[config.mk]
export PLATFORM = sky130hd
export DESIGN_NAME = mem_access_unit_flat
export DESIGN_NICKNAME = d
export VERILOG_FILES = /design/src/rtl/mem_access_unit_if.sv /design/src/rtl/mem_access_unit.sv /design/src/flat_wrapper.sv
export SDC_FILE = /design/constraint.sdc
export NUM_CORES = 1
export LEC_CHECK = 0
export CELL_PAD_IN_SITES_DETAIL_PLACEMENT = 1
export CELL_PAD_IN_SITES_GLOBAL_PLACEMENT = 1
export CORE_ASPECT_RATIO = 0.9
export CORE_MARGIN = 4
export CORE_UTILIZATION = 40
export DETAILED_ROUTE_END_ITERATION = 16
export DONT_BUFFER_PORTS = 1
export GPL_ROUTABILITY_DRIVEN = 0
export PLACE_DENSITY = 0.84
export SETUP_SLACK_MARGIN = 0.05
export SYNTH_ARGS = -nofsm -noshare
export SYNTH_HDL_FRONTEND = slang
export SYNTH_SLANG_ARGS = --single-unit
[constraint.sdc]
create_clock -name clk -period 1.4 [get_ports clk]
set_input_delay 0.21 -clock clk [delete_from_list [all_inputs] [get_ports clk]]
set_output_delay 0.21 -clock clk [all_outputs]
set_load 0.005 [all_outputs]
[src/rtl/mem_access_unit_if.sv]
// mem_access_unit_if: data-memory request/response bus between the MEM stage and data memory
interface mem_access_unit_if;
  logic        require_mem_access;
  logic        write;
  logic [1:0]  size;
  logic [31:0] addr;
  logic [31:0] data_to_mem;
  logic        data_mem_ready_n;
  logic [31:0] data_from_mem;
  modport master (
    output require_mem_access, write, size, addr, data_to_mem,
    input  data_mem_ready_n, data_from_mem
  );
  modport slave (
    input  require_mem_access, write, size, addr, data_to_mem,
    output data_mem_ready_n, data_from_mem
  );
endinterface

[src/rtl/mem_access_unit.sv]
// mem_access_unit: sequential RV32I MEM stage with wait-timeout and misalignment detection; define MEM_MISALIGN_TRAP_EN to trap misaligned accesses
module mem_access_unit #(
  parameter int TIMEOUT_CYCLES = 255,
  parameter int CNT_W = 8
) (
  input  logic                clk,
  input  logic                rst,
  input  logic                valid_in,
  input  logic [6:0]          opcode,
  input  logic [2:0]          funct3,
  input  logic [31:0]         b,
  input  logic [31:0]         c,
  mem_access_unit_if.master   mem,
  output logic [31:0]         d,
  output logic                stall,
  output logic                done,
  output logic                misaligned,
  output logic                timeout
);
  typedef enum logic [1:0] {IDLE, ACCESS, DONE} state_t;
  state_t state, next;
  logic is_load, mem_op, trap, acc, tmo_hit, accept;
  logic load_r, to_r, mis_r;
  logic [2:0] f3_r;
  logic [31:0] b_r, a_r, a_al, ld;
  logic [7:0] byte_s;
  logic [15:0] half_s;
  logic [CNT_W-1:0] cnt;
  assign is_load = opcode == 7'b0000011;
  assign mem_op = valid_in & (is_load | opcode == 7'b0100011);
`ifdef MEM_MISALIGN_TRAP_EN
  assign trap = mem_op & ((funct3[1:0] == 2'b01 & c[0]) | (funct3[1] & |c[1:0]));
`else
  assign trap = 1'b0;
`endif
  assign a_al = {c[31:2], funct3[1] ? 2'b00 : funct3[0] ? {c[1], 1'b0} : c[1:0]};
  assign acc = state == ACCESS;
  assign accept = state == IDLE & mem_op & !trap;
  assign tmo_hit = TIMEOUT_CYCLES != 0 && cnt == CNT_W'(TIMEOUT_CYCLES - 1);
  assign byte_s = mem.data_from_mem[{a_r[1:0], 3'b000} +: 8];
  assign half_s = a_r[1] ? mem.data_from_mem[31:16] : mem.data_from_mem[15:0];
  assign ld = f3_r[1] ? mem.data_from_mem
            : f3_r[0] ? {{16{~f3_r[2] & half_s[15]}}, half_s}
            : {{24{~f3_r[2] & byte_s[7]}}, byte_s};
  assign mem.require_mem_access = acc;
  assign mem.write = acc & !load_r;
  assign mem.size = !acc ? 2'b00 : f3_r[1] ? 2'b00 : f3_r[0] ? 2'b01 : 2'b10;
  assign mem.addr = acc ? a_r : '0;
  assign mem.data_to_mem = !acc ? '0 : f3_r[1] ? b_r : f3_r[0] ? {2{b_r[15:0]}} : {4{b_r[7:0]}};
  assign stall = accept | acc;
  assign done = state == DONE;
  assign timeout = to_r;
  assign misaligned = mis_r;
  // next-state selection: ready or timeout ends ACCESS, a trapped access skips it
  always_comb begin
    next = state;
    case (state)
      IDLE:    next = mem_op ? (trap ? DONE : ACCESS) : IDLE;
      ACCESS:  next = (!mem.data_mem_ready_n | tmo_hit) ? DONE : ACCESS;
      default: next = IDLE;
    endcase
  end
  // state, wait counter, latched request, load result and one-cycle flags
  always_ff @(posedge clk) begin
    if (rst) begin
      state <= IDLE;
      cnt <= '0;
      d <= '0;
      to_r <= 1'b0;
      mis_r <= 1'b0;
      load_r <= 1'b0;
      f3_r <= '0;
      b_r <= '0;
      a_r <= '0;
    end else begin
      state <= next;
      cnt <= acc ? cnt + 1'b1 : '0;
      to_r <= acc & mem.data_mem_ready_n & tmo_hit;
      mis_r <= state == IDLE & trap;
      if (accept) begin
        load_r <= is_load;
        f3_r <= funct3;
        b_r <= b;
        a_r <= a_al;
      end
      if (acc & !mem.data_mem_ready_n & load_r) d <= ld;
      else if (acc & mem.data_mem_ready_n & tmo_hit) d <= '0;
    end
  end
endmodule

[src/flat_wrapper.sv]
// flat-port wrapper written by rule: the top's interface ports become plain ports
module mem_access_unit_flat 
#(
  parameter int TIMEOUT_CYCLES = 255,
  parameter int CNT_W = 8
)
  (clk, rst, valid_in, opcode, funct3, b, c, d, stall, done, misaligned, timeout, mem_require_mem_access, mem_write, mem_size, mem_addr, mem_data_to_mem, mem_data_mem_ready_n, mem_data_from_mem);
  mem_access_unit_if mem_i ();
  input  logic clk;
  input  logic rst;
  input  logic valid_in;
  input  logic [6:0] opcode;
  input  logic [2:0] funct3;
  input  logic [31:0] b;
  input  logic [31:0] c;
  output logic [31:0] d;
  output logic stall;
  output logic done;
  output logic misaligned;
  output logic timeout;
  output wire logic [$bits(mem_i.require_mem_access)-1:0] mem_require_mem_access;
  output wire logic [$bits(mem_i.write)-1:0] mem_write;
  output wire logic [$bits(mem_i.size)-1:0] mem_size;
  output wire logic [$bits(mem_i.addr)-1:0] mem_addr;
  output wire logic [$bits(mem_i.data_to_mem)-1:0] mem_data_to_mem;
  input wire logic [$bits(mem_i.data_mem_ready_n)-1:0] mem_data_mem_ready_n;
  input wire logic [$bits(mem_i.data_from_mem)-1:0] mem_data_from_mem;
  assign mem_require_mem_access = mem_i.require_mem_access;
  assign mem_write = mem_i.write;
  assign mem_size = mem_i.size;
  assign mem_addr = mem_i.addr;
  assign mem_data_to_mem = mem_i.data_to_mem;
  assign mem_i.data_mem_ready_n = mem_data_mem_ready_n;
  assign mem_i.data_from_mem = mem_data_from_mem;
  mem_access_unit #(.TIMEOUT_CYCLES(TIMEOUT_CYCLES), .CNT_W(CNT_W)) u_core (.clk(clk), .rst(rst), .valid_in(valid_in), .opcode(opcode), .funct3(funct3), .b(b), .c(c), .mem(mem_i), .d(d), .stall(stall), .done(done), .misaligned(misaligned), .timeout(timeout));
endmodule
[Yosys cells after proc, flatten, opt, wreduce, memory -nomap -nowiden]
Cells that the tools add are included.
Storage, ports and cells
  register bits after elaboration: 111
  bits in latches: 0
  memory bits (writable): 0
  ROM bits: 0
  logic and storage cells: 51
  memories kept: 0
Cells by class
  add/subtract/negate cells: 1
  multipliers: 0
  divide/modulo/power cells: 0
  order comparisons: 0
  eq/ne operators: 5
  shift-type cells: 1
  mux-type cells: 17
  bitwise logic cells: 14
  reduce and logical (&&, ||, !) cells: 5
Operator list (number)
  $mux W32: 8
  $shiftx A32 B6 Y8: 1
  $mux W16: 1
  $mux W2: 5
  $and A1 B1 Y1: 9
  $add A8 B1 Y8 const B: 1
  $eq A8 B8 Y1 const B: 1
  $eq A7 B2 Y1 const B: 1
  $eq A7 B6 Y1 const B: 1
  $pmux W2 S2: 1
  $or A1 B1 Y1: 3
  $eq A2 B1 Y1 const B: 1
  $eq A2 B2 Y1 const B: 1
  $logic_not A1 Y1: 2
  $logic_not A2 Y1: 1
  $mux W1: 2
  $not A1 Y1: 2
  $reduce_bool A2 Y1: 1
  $reduce_or A2 Y1: 1

[Depth between registers and ports, before layout]
Gate-level depths: netlist (run 1).
  word-level depth: 5
  depth in mapped cells: 7
  depth with buffers taken out: 6

[Least setup slack after synthesis (run 1)]
Ideal clock, no wire load.
  path type: register to register
  start point: register u_core.a_r[1]
  end point: register u_core.d[15]
  setup time: 0.117 ns
  arrival: 1.425 ns
  data required time: 1.283 ns
  setup slack: -0.142 ns
  cell stages (with the launch flop): 6
  path buffers: 1
  path through: dfxtp_1 -> mux2_2 -> a221oi_1 -> nor2b_1 -> clkbuf_1 -> a22o_1
On the way
  longest elaborated chain between the ends: 5
RTL lines
  from (decl): RTL line mem_access_unit.sv:25  | logic [31:0] b_r, a_r, a_al, ld;
  from (signal assigned): RTL line mem_access_unit.sv:84  | a_r <= a_al;
  $shiftx A32 B6 Y8: RTL line mem_access_unit.sv:40  | assign byte_s = mem.data_from_mem[{a_r[1:0], 3'b000} +: 8];
  $and A1 B1 Y1: RTL line mem_access_unit.sv:44  | : {{24{~f3_r[2] & byte_s[7]}}, byte_s};
  $mux W32 (*): RTL line mem_access_unit.sv:43  | : f3_r[0] ? {{16{~f3_r[2] & half_s[15]}}, half_s}
  $mux W32 (*): RTL line mem_access_unit.sv:42  | assign ld = f3_r[1] ? mem.data_from_mem
  $mux W32 (*): RTL line mem_access_unit.sv:86  | if (acc & !mem.data_mem_ready_n & load_r) d <= ld;
  to (signal assigned): RTL line mem_access_unit.sv:86
  to (decl): RTL line mem_access_unit.sv:14  | output logic [31:0] d,
Mark *: on every way between the ends. The rest lies on a longest branch, timed or not.
A chain may end at the register's enable or synchronous reset.

[Worst setup path after layout (run 1)]
  start point: register u_core.state[1]
  end point: output port stall
On the way
  longest elaborated chain between the ends: 3
RTL lines
  from (decl): RTL line mem_access_unit.sv:21  | state_t state, next;
  from (signal assigned): RTL line mem_access_unit.sv:76  | state <= next;
  $logic_not A2 Y1: RTL line mem_access_unit.sv:38  | assign accept = state == IDLE & mem_op & !trap;
  $and A1 B1 Y1: RTL line mem_access_unit.sv:38
  $or A1 B1 Y1 (*): RTL line mem_access_unit.sv:50  | assign stall = accept | acc;
  to (decl): RTL line flat_wrapper.sv:17  | output logic stall;
Marked as above.

==> metrics.cfg, run 1 <==
[run_status]
status=finished, violations left
violations=hold timing, setup timing

[worst_setup_path]
end_kind=output pin
reg2reg_to=u_core.b_r[23]$_SDFFE_PP0P_
rrSetupSlack_ns=-0.46
r2r_cells=8
required_ns=1.19
crit_end=stall
cp.arrival_ns=1.67
start_kind=flop
crit_type=flop to output pin
slowest_stage=dfxtp_2
r2r_start=u_core.state[1]$_SDFF_PP0_
cp_slowest_stage_delay_ns=0.34
worstPathMaxFanout=2
crit_start=u_core.state[1]$_SDFF_PP0_
cp_cell_sequence=buf_6, nor4_4, nand4_1, buf_12, nand2_4

[clock_network]
cts-root-buf=clkbuf_16
cts_htree_levels=3
insertion_delay_ns=0.37
clk_pin_slew_ns=0.08
clk_path_buf_depth=2
numClockSinks=111
cts_hold_buf=14
cts_made_buffers=9
cts_tree=yes

[pwr]
total_power_mw=5.98
clock_power_share=0.430
p_sw_mw=1.37
pwr-share-seq=0.530
vdd_drop_max_v=0.000823
swShare=0.230
combPwrFrac=0.040
power.internal_mw=4.60
p_leak_nw=3.16
powerDensity_mw_per_mm2=708

[drt]
post-route-drc-count=0
viasPerCell=6.23
vias=5493
dr.pass1.iters=5
drt_iter0_markers=469
wirelength_um=26400
wl_per_cell_um=29.9
postRouteAntennaNets=0

[grt]
grt_max_degree=73
grt_pass1_vias=5497
antenna_found_initial=0
grtUsageTotal=0.273
grt_overflow_total=0
grt_pass1_wl_um=31100

[placement]
placed_cell_area_sq_mm=0.00550
dp_cells=791
io_buffers=0
place_hpwl_um=12400

[final_layout]
drive_gt1_frac=0.548
fin_cells=881
fin_area_sq_mm=0.00845
antenna_cells=0
area_growth_pct=65.0
fillers=1241
fin_nets=828

[synthesis]
synth-main-ff-cell=dfxtp_1
syn_nets=754
yosysTopAreaCellShare=0.434
ys_seq_area_frac=0.434
synth_cell_types=46
synth_area_leader_cell=dfxtp_1
syn_inst=642
synth_warnings=0
syn_avg_cell_area_sq_um=7.97
synth_edf_count=0
async_reset_ff_frac=0
ys_ff_latch=111
synthTopCellsByArea=dfxtp_1 43%, nand2_1 11%, a21oi_1 10%
synth.cell_area_sq_mm=0.00512

[floorplan]
die_h_um=115
die_w_um=127
core_area_sq_mm=0.0123
dieArea_sq_mm=0.0147
ios=214
rows=38
initial_utilization=0.417

[timing]
max_freq_mhz=533
final_hold_viol_count=64
layout_setup_ws_ns=-0.477
drv_slew=0
fin_skew_ns=0.0139
period_minus_slack_ns=1.88
grt_setup_unrepaired=true
finalSetupTns_ns=-52.16
finalCritPeriodShare=1.34
finalSetupViolCount=171
whs_ns=-0.101

[min_path]
worstHoldPathType=primary input to flop

[job]
cap_violations=0

layout by cell type, fill, tap and decap left out, drive strengths merged, types with 3 or more instances in the layout:
cell,Yosys,layout
inv,12,13
nand2b,5,5
clkbuf,30,22
o32ai,8,8
a221o,16,16
dfxtp,111,111
o2bb2ai,7,7
o21ai,10,10
a21oi,104,104
dlygate4sd3,0,14
nor2,38,38
and3b,7,7
a22o,9,9
xor2,3,3
buf,24,93
a211o,7,7
nand3,13,13
nand2,152,152
and2,40,40
mux2i,18,18
nor2b,4,4
timing repair:
action	in CTS	in global routing
hold endpoints to repair	83	69
pin swaps	65	140
setup endpoints to repair	170	180
gates resized for setup	156	275
setup buffers	22	17
cloned	11	16
power by group through the flow:
stage               registers [mW]  clock network [mW]  logic (mW)
floorplan                     3.24                   0       0.107
global placement              3.24                   0      0.0929
detailed placement            3.24                   0      0.0968
CTS                           3.16                2.56       0.208
global route                  3.17                2.71       0.249
finish                        3.17                2.57       0.241
flip-flops by register name (all words and copies together), names as in the netlist:
signal	flops
u_core.a_r	32
u_core.b_r	32
u_core.timeout	1
u_core.load_r	1
u_core.d	32
u_core.f3_r	3
u_core.cnt	8
u_core.state	2
cell usage after synthesis (2+ instances only):
cell type  number
nor3b_1         2
a21oi_1       103
inv_1          12
a22o_1          9
buf_1           2
nor2b_1         4
dfxtp_1       111
xor2_1          3
o2bb2ai_1       7
buf_2          15
and3b_1         7
buf_6           5
mux2i_1        17
or3_1           2
nand3_1        13
nor2_1         38
and2_1         40
o21ai_0        10
clkbuf_1       30
a211o_1         7
a221o_1        16
nand2b_1        4
buf_4           2
o32ai_1         8
mux2_2          2
ha_1            2
nand2_1       152
critical path: cells and delay by family (launching register included):
| kind | cells | cell delay (ns) |
|---|---|---|
| DFF | 1 | 0.34 |
| and+or+nand+nor | 3 | 0.62 |
| buffers and inverters | 2 | 0.35 |
how the worst min path moves through the flow:
stage | startpoint | to | slack [ns] | cells past startpoint
after floorplan | mem_data_mem_ready_n | u_core.state[1]$_SDFF_PP0_ | 0.30 | 1
after global placement | rst | u_core.f3_r[1]$_SDFFE_PP0P_ | 0.28 | 1
after detailed placement | rst | u_core.a_r[14]$_SDFFE_PP0P_ | 0.29 | 1
after CTS | rst | u_core.f3_r[0]$_SDFFE_PP0P_ | -0.1 | 1
after global routing | rst | u_core.a_r[26]$_SDFFE_PP0P_ | -0.11 | 1
final | rst | u_core.a_r[25]$_SDFFE_PP0P_ | -0.10 | 1
per-layer routing:
| metal | global-route usage | share of wire | vias up |
|---|---|---|---|
| li1 | - | - | 2343 |
| met4 | 0.109 | 0.050 | 0 |
| met1 | 0.293 | 0.36 | 2761 |
| met5 | 0 | 0 | - |
| met3 | 0.0804 | 0.072 | 88 |
| met2 | 0.505 | 0.52 | 301 |
final cells by class:
type | count | area, sq um | share of cell area
clock buffers | 12 | 258 | 0.0305
clock inverters | 4 | 26.3 | 0.00311
inverters | 12 | 57.6 | 0.00681
multi-input cells | 465 | 3950 | 0.468
flip-flops and latches | 111 | 2240 | 0.265
well taps | 160 | 200 | 0.0237
repair buffers | 117 | 1710 | 0.203
kinds of logic (layout without fill, tap and decap cells):
kind of cell | count (synthesis) | in the layout | synth area share
compound gates | 164 | 164 | 0.202
mux | 20 | 20 | 0.0403
buf+inv | 66 | 145 | 0.0609
simple gates | 274 | 274 | 0.250
flops | 111 | 111 | 0.434
other cells | 1 | 1 | 0.000733
xor+xnor | 4 | 4 | 0.00685
fa+ha+maj | 2 | 2 | 0.00489
stage by stage:
stage | utilization | worst slack, ns | hold WS [ns]
final | 0.688 | -0.477 | -0.101
after floorplan | - | -0.0693 | 0.302
after global routing | 0.688 | -0.550 | -0.110
after CTS | 0.576 | -0.390 | -0.0959
after detailed placement | 0.448 | -0.266 | 0.287
after global placement | 0.448 | -0.204 | 0.284
(Power assumes the default switching activity.)
==> inputs of run 2 (changes only) <==
- CTS_CLUSTER_SIZE: unset -> 25
==> results of run 2 <==
Same layout as run 1: the final DEF is identical, and so are final timing and power.
==> inputs of run 3 (changes only) <==
- CAP_MARGIN: unset -> 20
==> results of run 3 <==
Same layout as run 1: the final DEF is identical, and so are final timing and power.
